--- src/rtl/mem_access_unit.sv ---
// Load/store unit between a CPU request port and a word-wide RAM. Sub-word
// stores read-modify-write; loads return the selected lane, extended.
module mem_access_unit #(
    parameter int unsigned ADDR_LIMIT = 256
) (
    input  logic        clk,
    input  logic        rst_n,
    input  logic        req_valid,
    output logic        req_ready,
    input  logic        req_we,
    input  logic [1:0]  req_size,
    input  logic        req_unsigned,
    input  logic [31:0] req_addr,
    input  logic [31:0] req_wdata,
    output logic        rsp_valid,
    output logic [31:0] rsp_rdata,
    output logic        rsp_err,
    output logic [31:0] mem_addr,
    input  logic [31:0] mem_rdata,
    output logic        mem_we,
    output logic [31:0] mem_wdata
);

    typedef enum logic [1:0] {IDLE, READ, WRITE, RESP} state_t;

    state_t      state_q, state_d;
    logic        we_q, we_d;
    logic [1:0]  size_q, size_d;
    logic        uns_q, uns_d;
    logic [31:0] addr_q, addr_d;
    logic [31:0] wdata_q, wdata_d;
    logic        err_q, err_d;
    logic [31:0] rdata_q, rdata_d;
    logic        req_bad;

    function automatic logic [31:0] merge_word(input logic [31:0] word,
                                               input logic [31:0] data,
                                               input logic [1:0]  size,
                                               input logic [1:0]  lane);
        logic [31:0] m;
        m = word;
        case (size)
            2'd0:    m[{lane, 3'b000} +: 8]        = data[7:0];
            2'd1:    m[{lane[1], 4'b0000} +: 16]   = data[15:0];
            default: m = data;
        endcase
        return m;
    endfunction

    function automatic logic [31:0] extract_load(input logic [31:0] word,
                                                 input logic [1:0]  size,
                                                 input logic        uns,
                                                 input logic [1:0]  lane);
        logic [7:0]  b;
        logic [15:0] h;
        logic [31:0] r;
        b = word[{lane, 3'b000} +: 8];
        h = word[{lane[1], 4'b0000} +: 16];
        case (size)
            2'd0:    r = uns ? {24'd0, b} : {{24{b[7]}}, b};
            2'd1:    r = uns ? {16'd0, h} : {{16{h[15]}}, h};
            default: r = word;
        endcase
        return r;
    endfunction

    always_comb begin
        req_bad = (req_size == 2'd3)
               || ((req_size == 2'd1) && req_addr[0])
               || ((req_size == 2'd2) && (req_addr[1:0] != 2'b00))
               || (req_addr >= 32'(ADDR_LIMIT));
    end

    always_comb begin
        state_d = state_q;
        we_d    = we_q;
        size_d  = size_q;
        uns_d   = uns_q;
        addr_d  = addr_q;
        wdata_d = wdata_q;
        err_d   = err_q;
        rdata_d = rdata_q;
        case (state_q)
            IDLE: begin
                if (req_valid) begin
                    we_d    = req_we;
                    size_d  = req_size;
                    uns_d   = req_unsigned;
                    addr_d  = req_addr;
                    wdata_d = req_wdata;
                    err_d   = req_bad;
                    if (req_bad) begin
                        rdata_d = 32'd0;
                        state_d = RESP;
                    end else if (req_we && (req_size == 2'd2)) begin
                        state_d = WRITE;
                    end else begin
                        state_d = READ;
                    end
                end
            end
            READ: begin
                // Sub-word stores reuse wdata_q to hold the merged word.
                if (we_q) begin
                    wdata_d = merge_word(mem_rdata, wdata_q, size_q, addr_q[1:0]);
                    state_d = WRITE;
                end else begin
                    rdata_d = extract_load(mem_rdata, size_q, uns_q, addr_q[1:0]);
                    state_d = RESP;
                end
            end
            WRITE:   state_d = RESP;
            default: state_d = IDLE;
        endcase
    end

    always_ff @(posedge clk or negedge rst_n) begin
        if (!rst_n) begin
            state_q <= IDLE;
            we_q    <= 1'b0;
            size_q  <= 2'd0;
            uns_q   <= 1'b0;
            addr_q  <= 32'd0;
            wdata_q <= 32'd0;
            err_q   <= 1'b0;
            rdata_q <= 32'd0;
        end else begin
            state_q <= state_d;
            we_q    <= we_d;
            size_q  <= size_d;
            uns_q   <= uns_d;
            addr_q  <= addr_d;
            wdata_q <= wdata_d;
            err_q   <= err_d;
            rdata_q <= rdata_d;
        end
    end

    assign req_ready = (state_q == IDLE);
    assign rsp_valid = (state_q == RESP);
    assign rsp_err   = (state_q == RESP) && err_q;
    assign rsp_rdata = rdata_q;
    assign mem_addr  = {addr_q[31:2], 2'b00};
    assign mem_we    = (state_q == WRITE);
    assign mem_wdata = wdata_q;

endmodule

--- config.mk ---
export PLATFORM = sky130hd
export DESIGN_NAME = mem_access_unit
export DESIGN_NICKNAME = d
export VERILOG_FILES = /design/src/rtl/mem_access_unit.sv
export SDC_FILE = /design/constraint.sdc
export NUM_CORES = 1
export LEC_CHECK = 0
export CAP_MARGIN = 15
export CELL_PAD_IN_SITES_DETAIL_PLACEMENT = 1
export CELL_PAD_IN_SITES_GLOBAL_PLACEMENT = 1
export CORE_MARGIN = 3
export CORE_UTILIZATION = 30
export DETAILED_ROUTE_END_ITERATION = 7
export PLACE_DENSITY = 0.72
export SLEW_MARGIN = 5
export SYNTH_ARGS = -nofsm -noshare
export SYNTH_HDL_FRONTEND = slang
export SYNTH_SLANG_ARGS = --single-unit
--- constraint.sdc ---
create_clock -name clk -period 3.47 [get_ports clk]
set_input_delay 0.347 -clock clk [delete_from_list [all_inputs] [get_ports clk]]
set_output_delay 0.347 -clock clk [all_outputs]
set_load 0.01 [all_outputs]
Word level (Yosys, flattened, before mapping) --
Index checks and enable logic that the tools add are counted. W data, S select, Z words.
Storage, ports and cells: register bits after elaboration 103, logic and storage cells 61, input bits 103, output and inout port bits 100
Operators by class: muxes and demuxes 18, eq/ne operators 12, shifts and indexed selects 6, $lt $le $gt $ge 1, add/sub/neg operators 2, reductions and logical operators 14
Operator list (count):
- $pmux W32 S2 | 4
- $mux W32 | 7
- $bwmux W32 | 2
- $ge A32 B9 Y1 const B | 1
- $shift A16 B7 Y32 const A | 1
- $shift A8 B7 Y32 const A | 1
- $shiftx A16 B7 Y32 | 1
- $shiftx A32 B6 Y16 | 1
- $shiftx A32 B6 Y8 | 1
- $shiftx A8 B7 Y32 | 1
- $neg A5 Y7 | 2
- $eq A2 B2 Y1 const B | 4
- $reduce_and A4 Y1 | 2
- $eq A2 B1 Y1 const B | 3
- $mux W2 | 3
- $ne A2 B2 Y1 const B | 3
- $pmux W2 S3 | 1
- $logic_and A1 B1 Y1 | 4
- $logic_not A2 Y1 | 2
- $reduce_bool A2 Y1 | 2
- $logic_or A1 B1 Y1 | 3
- $ne A3 B3 Y1 const B | 1
- $ne A2 B1 Y1 const B | 1
- $reduce_and A2 Y1 | 1
- $mux W1 | 1

Longest topological paths before layout --
Gate-level depths: netlist of the first run.
depth in word-level cells 8, mapped depth 11, gate-level depth less buffers 7

Worst setup path before layout of the first run --
OpenSTA, ideal clock, no wires.
path type flip-flop to flip-flop, start point register addr_q[1], end point register wdata_q[15] (netlist: mem_wdata[15]), slack 1116 ps, clock period less this slack 2354 ps, data required time 3339 ps, setup time 131 ps, arrival 2223 ps, cell stages (with the launch flop) 12, path buffers 4, cells stage by stage dfrtp_1 buf_6 clkbuf_1 clkbuf_1 inv_1 ha_1 and3b_1 and3_1 clkbuf_1 a221o_1 o211ai_1 o21ai_0
Between the ends: word-level cells in the longest chain between the ends 6, elaborated cells on any way between the ends 11, those cells by class 2 x add/sub; 4 x shift; 5 x mux
Ends and longest elaborated chain:
- from (decl) | line 30 | logic [31:0] addr_q, addr_d;
- from (signal assigned) | line 132 | addr_q <= addr_d;
- $neg A5 Y7, on equally long branches | line 44, 43
- $shiftx A16 B7 Y32, or another cell as far along | line 44 | 2'd1: m[{lane[1], 4'b0000} +: 16] = data[15:0];
- $bwmux W32, on equally long branches | line 44, 43
- $pmux W32 S2 (*) | line 42 | case (size)
- $mux W32 (*) | line 104 | if (we_q) begin
- $pmux W32 S2 (*) | line 83 | case (state_q)
- to (signal assigned) | line 133 | wdata_q <= wdata_d;
- to (decl) | line 31 | logic [31:0] wdata_q, wdata_d;
Mark *: on every way between the ends. The rest lies on a longest branch, timed or not. The select of a mux whose other input is x is not followed. A chain may end at the register's enable or synchronous reset.

Final worst setup path of the first run --
start point register state_q[1], end point register wdata_q[5] (netlist: mem_wdata[5])
Between the ends: word-level cells in the longest chain between the ends 3, elaborated cells on any way between the ends 8, those cells by class 4 x eq/ne; 1 x mux; 3 x reduce/logical
Ends and longest elaborated chain:
- from (decl) | line 26 | state_t state_q, state_d;
- from (signal assigned) | line 128 | state_q <= state_d;
- $eq A2 B1 Y1 / $logic_not A2 Y1 (equally long branches) | line 83
- $ne A3 B3 Y1 (no line), or another cell as far along
- $reduce_and A4 Y1 (no line)
Several ways; a longest one is shown, not always the timed one.

==> impl_metrics.yaml, run 1 <==
status:
  status: "complete, no violations"
layout:
  drive_gt1_frac: 0.108
  antennaDiodeCount: 0
  final_util: 0.434
  syn2layout_area_growth_pct: 40.2
  final_nets: 809
  design_area_um2: 7900
  instances_no_fill: 931
  multi_input_area_um2: 2530
  seq_area_um2: 2580
  fillCellCount: 1971
logic_synthesis:
  async_flop_share: 1.00
  synth_edf_count: 0
  yosys-top-cells-area: "dfrtp_1 (46%), mux2_2 (9.2%), buf_4 (4.5%), o21ai_0 (3.9%), mux2i_1 (2.8%)"
  yosysSeqAreaShare: 0.457
  synth_common_cells: "dfrtp_1 (103), mux2_2 (46), o21ai_0 (44)"
  avgSynthCellArea_um2: 10.4
  synth_area_leader_cell: "dfrtp_1"
  netlist_area_um2: 5640
  syn_inst: 542
  synth.top_cell.area_share: 0.457
  synth_flop_cell: "dfrtp_1"
  synth-warning-count: 0
  ys_ff_latch: 103
  synth_most_common_cell: "dfrtp_1"
  ys_types: 53
cts:
  h-tree-depth: 3
  clk_latency_ns: 0.36
  path_clk_slew_ns: 0.07
  cts_resized: 0
  cts_made_buffers: 9
  cts_root_buf: "clkbuf_16"
  cts_buffer_depth: 2
  cts_tree: "done"
  clock_sinks: 103
  cts.hold.buffers_added: 0
  postCtsSetupBuffers: 0
sta:
  post-route-period-util: 0.778
  setup_tns_ns: 0
  hold_viol: 0
  timing.fmax_mhz: 371
  setup_viol: 0
  tightest_slew_ns: 0.938
  holdWs_ns: 0.0601
  skew_ns: 0.00826
  rsz0062_at_grt: "false"
  fin_crit_ns: 2.70
  slew_headroom: 0.371
  worst_slack_ns: 0.771
  maxSlewViolCount: 0
pwr:
  power.total_mw: 7.23
  powerDensity_nw_per_um2: 916
  vdd_drop_max_mv: 0.364
  power.leakage_nw: 3.30
route:
  wirelength_mm: 20.0
  ant_nets: 0
  vias: 5006
  routed_via_density: 5.38
  wl_per_cell_um: 21.5
  drt_first_pass_iters: 4
  drc: 0
  drt-initial-drc-count: 282
worst_setup_path:
  crit_chain: "inv_1 -> ha_1 -> nor2_1 -> a211o_1 -> a21oi_4 -> and2_1 -> mux2_1"
  startpoint: "state_q[1]$_DFFE_PN0P_"
  critPathLaunchType: "flop"
  worst_ep_required_time_ns: 3.71
  timing.rr.start: "state_q[1]$_DFFE_PN0P_"
  cpMaxStageDelayCell: "and2_1"
  cp_slowest_stage_delay_ns: 0.46
  timing.critical_path.max_delay_family: "compound AO/OA/AOI/OAI gates"
  crit_fanout: 17
  end_kind: "flop"
  critical_path_class: "reg2reg"
  critical_path_buf_inv_count: 1
  critical_path_arrival_ns: 2.93
placed_design:
  dp_slack_ns: 0.457
  routabilityCongestion: 0.794
  placed_cell_area_um2: 7580
  dp_hpwl_mm: 15.2
  io_buffers: 200
  dpl.cell_count: 914
hold_path:
  hp-class: "in2async"
global_route:
  grt_pass1_vias: 5350
  grt_pass1_wl_mm: 30.2
  track_usage: 0.192
  antenna_found_initial: 3
  grt_overflow: 0
  grt_max_degree: 104
floorplan:
  die-area_um2: 20500
  start_util: 0.310
  rows: 49
  ios: 203
  dieHeight_um: 143
  core_area_um2: 18200
  fp.dieW_um: 143
run:
  cap_violations: 0
-- flip-flops by register name (all words and copies together), names as in the netlist --
| signal | flops |
|---|---|
| rsp_rdata | 32 |
| uns_q | 1 |
| mem_wdata | 32 |
| size_q | 2 |
| err_q | 1 |
| we_q | 1 |
| state_q | 2 |
| addr_q | 32 |
-- layout make-up --
type,count,share of cell area
clock buffer,12,0.0299
timing repair buffer,208,0.262
clock inverter,4,0.00982
inverter,33,0.0157
multi-input combinational,342,0.320
tap,229,0.0363
sequential,103,0.326
-- metal layers --
layer  share of wire  track usage
met1            0.41        0.238
met2            0.48        0.318
met3           0.089       0.0603
met4           0.020       0.0640
met5          0.0020            0
-- placed cells by master (no fill, tap or decap), types with 3 or more instances in the layout --
cell type / n
clkdlybuf4s50_1: 199
dfrtp_1: 103
mux2_2: 46
o21ai_0: 44
nor2_1: 39
inv_1: 32
nand2_1: 30
a21oi_1: 23
mux2i_1: 16
o2bb2ai_1: 16
a221oi_1: 15
ha_1: 9
clkbuf_16: 9
and3_1: 8
a221o_1: 8
o211ai_1: 8
a22o_1: 8
mux2_1: 8
a2bb2oi_1: 7
o22ai_1: 7
buf_4: 7
nor4_1: 6
nor3_1: 4
nand2b_1: 3
nor2b_1: 3
clkbuf_1: 3
-- power by group --
part           internal, mW  switching [mW]  leakage (nW)
logic                  1.94            1.98          1.87
registers              1.74           0.476          1.28
clock network         0.638           0.466         0.151
total                  4.32            2.92          3.30
-- final timing paths --
path | endpoint | slack [ns] | cells after the start
setup / recovery | mem_wdata[5]$_DFFE_PN0P_ | 0.77 | 7
hold / removal | rsp_rdata[30]$_DFFE_PN0P_ | 0.06 | 2
setup reg to reg | mem_wdata[5]$_DFFE_PN0P_ | 0.77 | 7
hold reg to reg | mem_wdata[26]$_DFFE_PN0P_ | 0.49 | 2
max in group asynchronous | addr_q[7]$_DFFE_PN0P_ | 2.99 | 2
min in group clk | mem_wdata[26]$_DFFE_PN0P_ | 0.49 | 2
-- logic make-up (layout without fill, tap and decap cells) --
group	after synthesis	after routing	share of synthesized area
adders and majority gates	9	9	0.0200
AOI/OAI and AO/OA	155	155	0.201
DFF	103	103	0.457
other	1	2	0.000665
muxes	70	70	0.136
buffers and inverters	98	257	0.0948
and+or+nand+nor	106	106	0.0901
Note: power is estimated with default switching activity, not from simulation.
==> inputs of run 2 (changes only) <==
clock period = 2.7 ns   (was 3.47 ns; I/O delays follow)
==> impl_metrics.yaml, run 2 (synthesized netlist as in run 1, its figures left out) <==
cts:
  cts_root_buf: "clkbuf_16"
  cts_tree: "done"
  clock_sinks: 103
  cts_buffer_depth: 2
  clk_latency_ns: 0.35
  h-tree-depth: 3
  cts_made_buffers: 9
  path_clk_slew_ns: 0.07
floorplan:
  start_util: 0.310
  rows: 49
  fp.dieW_um: 143
  dieHeight_um: 143
  die-area_um2: 20500
  ios: 203
  core_area_um2: 18200
sta:
  tightest_slew_ns: 0.796
  fin_crit_ns: 2.37
  skew_ns: 0.00842
  setup_viol: 0
  holdWs_ns: 0.470
  hold_viol: 0
  slew_headroom: 0.469
  setup_tns_ns: 0
  timing.fmax_mhz: 422
  rsz0062_at_grt: "false"
  post-route-period-util: 0.877
  maxSlewViolCount: 0
hold_path:
  hp-class: "in2async"
route:
  dr_wl_met3_mm: 1.76
  wl_per_cell_um: 21.7
  met1_length_mm: 8.46
  ant_nets: 0
  drt-initial-drc-count: 258
  routed-wl-met2_mm: 9.60
  drt_first_pass_iters: 4
  highest_layer: "met4"
  vias: 5020
  routed_via_density: 5.33
  drc: 0
  wirelength_mm: 20.4
placed_design:
  routabilityCongestion: 0.807
  io_buffers: 200
  dp_hpwl_mm: 15.7
layout:
  fillCellCount: 1998
  antennaDiodeCount: 0
  drive_gt1_frac: 0.125
  mostFrequentLayoutCell: "clkdlybuf4s50_1"
  final_nets: 820
  syn2layout_area_growth_pct: 41.7
  final_cell_mix: "clkdlybuf4s50_1 (199), dfrtp_1 (103), mux2_2 (46), o21ai_0 (44), nor2_1 (39)"
worst_setup_path:
  critical_path_arrival_ns: 2.61
  end_kind: "flop"
  worst_ep_required_time_ns: 2.94
  critical_path_class: "reg2reg"
  critPathLaunchType: "flop"
  crit_fanout: 9
global_route:
  grt_overflow: 0
  grt_pass1_vias: 5629
  antenna_found_initial: 0
  grt_max_degree: 60
  grt_pass1_wl_mm: 31.7
  track_usage: 0.200
pwr:
  vdd_drop_max_mv: 0.421
  power.leakage_nw: 3.35
  powerDensity_nw_per_um2: 1170
status:
  status: "complete, no violations"
run:
  cap_violations: 0
## run 2: cell types whose count changed in the layout (fill, tap and decap cells not counted), moves of 2 or more
cell / change
clkbuf_8: +3
clkbuf_1: -2
buf_4: +10
bufinv_16: -2
## run 2: where the power goes
part | switching (mW) | total (mW) | internal [mW] | leakage [nW]
clock | 0.612 | 1.32 | 0.708 | 0.142
combinational | 2.66 | 5.26 | 2.60 | 1.93
sequential | 0.519 | 2.76 | 2.24 | 1.28
total | 3.79 | 9.34 | 5.54 | 3.35
## run 2: path summary, 6_finish.rpt
check / slack [ns] / to / depth (start not counted) / startpoint
max in group asynchronous: 1.47 / addr_q[8]$_DFFE_PN0P_ / 3 / rst_n
worst min register to register: 0.49 / mem_wdata[27]$_DFFE_PN0P_ / 2 / mem_wdata[27]$_DFFE_PN0P_
worst min-delay path: 0.47 / rsp_rdata[10]$_DFFE_PN0P_ / 2 / rst_n
worst max-delay path: 0.33 / mem_wdata[1]$_DFFE_PN0P_ / 7 / state_q[1]$_DFFE_PN0P_
worst max register to register: 0.33 / mem_wdata[1]$_DFFE_PN0P_ / 7 / state_q[1]$_DFFE_PN0P_
min in group clk: 0.49 / mem_wdata[27]$_DFFE_PN0P_ / 2 / mem_wdata[27]$_DFFE_PN0P_
## run 2: area by class of cell
type	instances	area, µm²	share of cell area
Clock inverter	3	25.0	0.00313
Timing Repair Buffer	219	2170	0.272
Clock buffer	13	270	0.0338
Tap cell	229	287	0.0359
Multi-Input combinational cell	342	2530	0.317
Sequential cell	103	2580	0.323
Inverter	33	124	0.0155
## run 2: layer usage
metal,track usage,vias to the layer above
li1,-,2258
met1,0.248,2501
met2,0.332,227
met3,0.0576,34
met4,0.0720,0
met5,0,-
## run 2: what timing repair did
action | CTS | global route
hold endpoints to repair | 44 | 0
hold buffers | 1 | 0
endpoints found under the setup margin | 0 | 1
buffers inserted | 0 | 0
gates resized for setup | 0 | 1
## run 2: per-stage QoR
step	instance area (µm²)	util	setup slack, ns	total power [mW]	std cells
final	7990	0.439	0.332	9.34	942
after floorplan	5640	-	0.346	5.92	543
after detailed placement	7680	0.422	0.167	8.05	925
after global routing	7990	0.439	0.120	10.0	942
after global placement	7680	0.422	0.251	7.81	925
after CTS	7980	0.438	0.212	9.42	942
## run 2: worst max-delay path, cell delays in order, from the launching register on
cell and delay (ns):
dfrtp_1 0.41, inv_1 0.09, ha_1 0.36, nor2_1 0.14
a211o_1 0.34, a21oi_4 0.14, and2_1 0.39, mux2_1 0.37
==> RTL edit 1, RTL diff (flow settings as in run 1) <==
Make the reset (`rst_n`) synchronous in one clocked block.
--- a/src/rtl/mem_access_unit.sv
+++ b/src/rtl/mem_access_unit.sv
@@ -114,7 +114,7 @@
         endcase
     end
 
-    always_ff @(posedge clk or negedge rst_n) begin
+    always_ff @(posedge clk) begin
         if (!rst_n) begin
             state_q <= IDLE;
             we_q    <= 1'b0;
Behaviour: differs if rst_n is asserted again (counterexample within 4 cycles, from zero or initial values and one cycle with rst_n low); with rst_n held inactive, the same outputs for 4 cycles.
==> RTL edit 1 against run 1 <==
Sequential cell count unchanged. Sequential share of layout area down 6.4 points. Synthesized cell count up 23%. Synthesized area up 0.71%. Design area down 0.36%. Wire length up 5.1%. Clock skew down 0.0013 ns. Sequential power down 21%. Power down 22%. Critical path depth up 1. Setup slack worse by 0.069 ns.
==> RTL edit 1: results <==
[status]
outcome = complete, no violations

[global_routing]
grtUsageMet1_pct = 24.33
track_usage_pct = 20.08
use_met3_pct = 5.458
grt_max_degree = 83
grt_pass1_vias = 5746
gr-usage-met2_pct = 33.45
grt_antenna_before_repair = 1

[logic_synthesis]
synth_cell_type_count = 52
synth_area_leaders = dfxtp_1, nand2_1, mux2i_1
ys_top_cells_by_count = nand2_1, dfxtp_1, o21ai_0
yosysSeqAreaShare_pct = 36.32
synth_top_area_cell = dfxtp_1
async_reset_ff_share_pct = 0

[drt]
first_iter_violations = 256
vias = 5516
drt-total-wl_mm = 21.07

[setup_path]
cp_max_fo = 55
arrival_ns = 3.07

[placed_design]
routabilityCongestion = 0.8771
place_area_um2 = 7564
dp_hpwl_mm = 16.09
dp_slack_ns = 0.7229

[cells_and_area]
nets = 917
drive_above_1_share_pct = 7.160
fillers = 2131

[timing]
fin_skew_ns = 0.006976
worst_pin_slew_ns = 0.7959

[power]
peakVddDrop_v = 0.0003314
p_leak_uw = 0.002868

[worst_hold_path]
worstHoldPathType = reg2reg
[RTL edit 1: cell types whose count changed in the layout (fill, tap and decap cells not counted), moves of 20 or more]
cell              run 1  this run
dfxtp_1               0       103
o2111ai_1             0        23
nand2_1              30       134
dfrtp_1             103         0
mux2_2               46         8
mux2i_1              16        36
a21boi_0              0        37
[RTL edit 1: cell type report]
| class | instances | area [um2] | area share [%] |
|---|---|---|---|
| Clock buffer | 10 | 239.0 | 3.036 |
| Timing Repair Buffer | 209 | 2067 | 26.26 |
| Clock inverter | 6 | 68.82 | 0.8743 |
| Inverter | 17 | 63.81 | 0.8107 |
| Sequential cell | 103 | 2062 | 26.20 |
| Multi-Input combinational cell | 465 | 3084 | 39.18 |
| Tap cell | 229 | 286.5 | 3.640 |
[RTL edit 1: logic make-up after synthesis]
family                   after synthesis  share of synthesized area, %
AO/OA/AOI/OAI                        209                         28.37
AND/OR/NAND/NOR                      201                         15.67
flip-flops                           103                         36.32
buffers and inverters                101                         9.654
multiplexers                          44                         7.935
adder cells (fa/ha/maj)                9                         1.984
other                                  1                       0.06606
[RTL edit 1: metal layers]
layer  wire length [um]  up-vias
met5                 20        -
met4                675        2
met3               1763       35
met2               9890      216
met1               8715     2623
li1                   -     2640
[RTL edit 1: final timing paths]
check,cells past startpoint,endpoint,startpoint,slack [ns]
min,2,rsp_rdata[25]$_SDFFE_PN0P_,rsp_rdata[25]$_SDFFE_PN0P_,0.46
max,8,mem_wdata[2]$_SDFFE_PN0P_,state_q[1]$_SDFFE_PN0P_,0.70
min reg2reg,2,rsp_rdata[25]$_SDFFE_PN0P_,rsp_rdata[25]$_SDFFE_PN0P_,0.46
max reg2reg,8,mem_wdata[2]$_SDFFE_PN0P_,state_q[1]$_SDFFE_PN0P_,0.70
[RTL edit 1: worst max-delay path: stages (launching register included)]
cell and delay [ns]:
dfxtp_1 0.34, inv_1 0.09, ha_2 0.25, buf_4 0.51, inv_1 0.51, a211oi_2 0.58, a22oi_1 0.13, nand2_1 0.13
o211a_1 0.16
[RTL edit 1: power by group]
part	internal, uW	total (uW)	switching (uW)
clock network	584	1060	481
logic	1280	2810	1540
registers	1490	1760	267
[RTL edit 1: per-stage QoR]
| stage | util [%] | cells |
|---|---|---|
| floorplan | - | 669 |
| global placement | 41.40 | 1023 |
| detailed placement | 41.40 | 1023 |
| CTS | 43.08 | 1039 |
| global route | 43.08 | 1039 |
| finish | 43.08 | 1039 |
==> RTL edit 2, RTL diff (flow settings as in run 1) <==
Without the edit above. Take the reset off `addr_q`, `wdata_q` and `rdata_q` and load them in a clocked block of their own.
--- a/src/rtl/mem_access_unit.sv
+++ b/src/rtl/mem_access_unit.sv
@@ -120,20 +120,20 @@
             we_q    <= 1'b0;
             size_q  <= 2'd0;
             uns_q   <= 1'b0;
-            addr_q  <= 32'd0;
-            wdata_q <= 32'd0;
             err_q   <= 1'b0;
-            rdata_q <= 32'd0;
         end else begin
             state_q <= state_d;
             we_q    <= we_d;
             size_q  <= size_d;
             uns_q   <= uns_d;
-            addr_q  <= addr_d;
-            wdata_q <= wdata_d;
             err_q   <= err_d;
-            rdata_q <= rdata_d;
         end
+    end
+
+    always_ff @(posedge clk) begin
+        addr_q  <= addr_d;
+        wdata_q <= wdata_d;
+        rdata_q <= rdata_d;
     end
 
     assign req_ready = (state_q == IDLE);
Formal check against the unedited RTL: not equivalent (Yosys sat finds a counterexample within 4 cycles, from zero or initial values and one cycle with rst_n low).
==> RTL edit 2 against run 1 <==
Design area decreased by 5.6%. Synthesized area shrank 8.0%. Setup slack better by 0.10 ns. Hold slack improved by 0.20 ns. Wire length fell by 6.0%. Sequential power grew 9.9%. Maximum frequency grew 4.0%. Sequential cell count unchanged. Global-route usage about the same. Power decreased by 13%.
==> RTL edit 2: results <==
[clock_network]
cts_buffers = 9
path_clk_slew_ns = 0.07
htree_levels = 3
post_cts_buffers = 0
clockBufferDepth = 2
clk-insertion-delay-late_ns = 0.35
cts_root_buf = clkbuf_16
cts_resized = 0

[power]
peakVddDrop_v = 0.0004265
p_leak_uw = 0.002691
net-switching-power_uw = 2339

[timing]
worst_pin_slew_ns = 0.8717
fin_skew_ns = 0.006453
worst_hold_slack_ns = 0.2609

[logic_synthesis]
ys_top_cells_by_count = edfxtp_1, nand2_1, nor2_1
async_reset_ff_share_pct = 6.796
synth_cell_type_count = 56
synth_area_leaders = edfxtp_1, buf_4, a221oi_1
synth_warnings = 0
yosysSeqAreaShare_pct = 58.96
synth_edf_count = 96

[global_routing]
grt_pass1_vias = 4418
grt_max_degree = 43
track_usage_pct = 19.17
grt_pass1_wl_mm = 26.70
grt_antenna_before_repair = 0

[status]
outcome = complete, no violations

[cells_and_area]
fillers = 1770
nets = 695
drive_above_1_share_pct = 8.333
antennaDiodeCount = 0
fin_util_pct = 44.52

[placed_design]
portBuffers = 200
dp_hpwl_mm = 14.33
place_area_um2 = 7204
routabilityCongestion = 0.8468

[setup_path]
arrival_ns = 2.69
cp_max_fo = 14
r2r_slack_ns = 0.87

[drt]
wl_per_cell_um = 23.32
vias = 4243
first_iter_violations = 340
drtPass1Iterations = 5

[worst_hold_path]
worstHoldPathType = in2async
-- RTL edit 2: cell types whose count changed after synthesis, moves of 9 or more --
cell,delta
nand2_1,+22
o21ai_0,-32
edfxtp_1,+96
inv_1,-25
a21oi_1,-18
a221oi_1,+9
mux2_2,-36
dfrtp_1,-96
-- RTL edit 2: power by group through the flow --
| stage | Combinational (uW) | Sequential [uW] | Clock (uW) |
|---|---|---|---|
| 4_1_cts | 2960 | 2440 | 937 |
| 3_3_place_gp | 2860 | 2440 | 0 |
| 5_1_grt | 3130 | 2480 | 986 |
| 3_5_place_dp | 2940 | 2470 | 0 |
| 6_report | 2930 | 2440 | 925 |
| 2_1_floorplan | 1270 | 2550 | 0 |
-- RTL edit 2: cells by family after synthesis --
logic type      after synthesis  share of synthesized area (%)
simple gates                119                          10.90
flops                       103                          58.96
compound gates              102                          16.29
buf+inv                      63                          7.455
mux                          19                          4.150
fa+ha+maj                     9                          2.171
other cells                   1                        0.07231
-- RTL edit 2: worst paths after layout --
check                      cells past startpoint                      end           startpoint
setup / recovery                               6  mem_wdata[11]$_DFFE_PP_  addr_q[1]$_DFFE_PP_
hold / removal                                 1        err_q$_DFFE_PN0P_                rst_n
setup reg to reg                               6  mem_wdata[11]$_DFFE_PP_  addr_q[1]$_DFFE_PP_
hold reg to reg                                2        err_q$_DFFE_PN0P_    err_q$_DFFE_PN0P_
max in group asynchronous                      1    size_q[1]$_DFFE_PN0P_                rst_n
min in group clk                               2        err_q$_DFFE_PN0P_    err_q$_DFFE_PN0P_
-- RTL edit 2: final cells by class --
type	count	area [um2]	area share, %
Sequential cell	103	3058	40.99
Inverter	9	33.78	0.4528
Multi-Input combinational cell	251	1768	23.70
Timing Repair Buffer	209	2069	27.74
Clock buffer	11	232.7	3.119
Clock inverter	5	23.77	0.3186
Tap cell	220	275.3	3.689
-- RTL edit 2: stage by stage --
step | std cells | worst slack, ns | power [uW]
2_1_floorplan | 417 | 0.4274 | 3818
3_3_place_gp | 792 | 0.9471 | 5292
3_5_place_dp | 792 | 0.9028 | 5409
4_1_cts | 808 | 0.8927 | 6340
5_1_grt | 808 | 0.7814 | 6597
6_report | 808 | 0.8741 | 6294
-- RTL edit 2: per-layer routing --
metal | routed length [um] | part of all wire [%] | global-route usage (%) | up-vias
li1 | - | - | - | 1897
met3 | 1104 | 5.9 | 3.579 | 23
met1 | 7428 | 39 | 23.74 | 2143
met2 | 9915 | 53 | 33.70 | 180
met4 | 390 | 2.1 | 6.042 | 0
met5 | 0 | 0 | 0 | -
-- RTL edit 2: critical path, cell delays in order, from the launching register on --
cell and delay (ns):
edfxtp_1 0.72, inv_1 0.28, ha_1 0.40, and3b_1 0.18, and3_1 0.30, a221oi_1 0.40
nor2_1 0.07
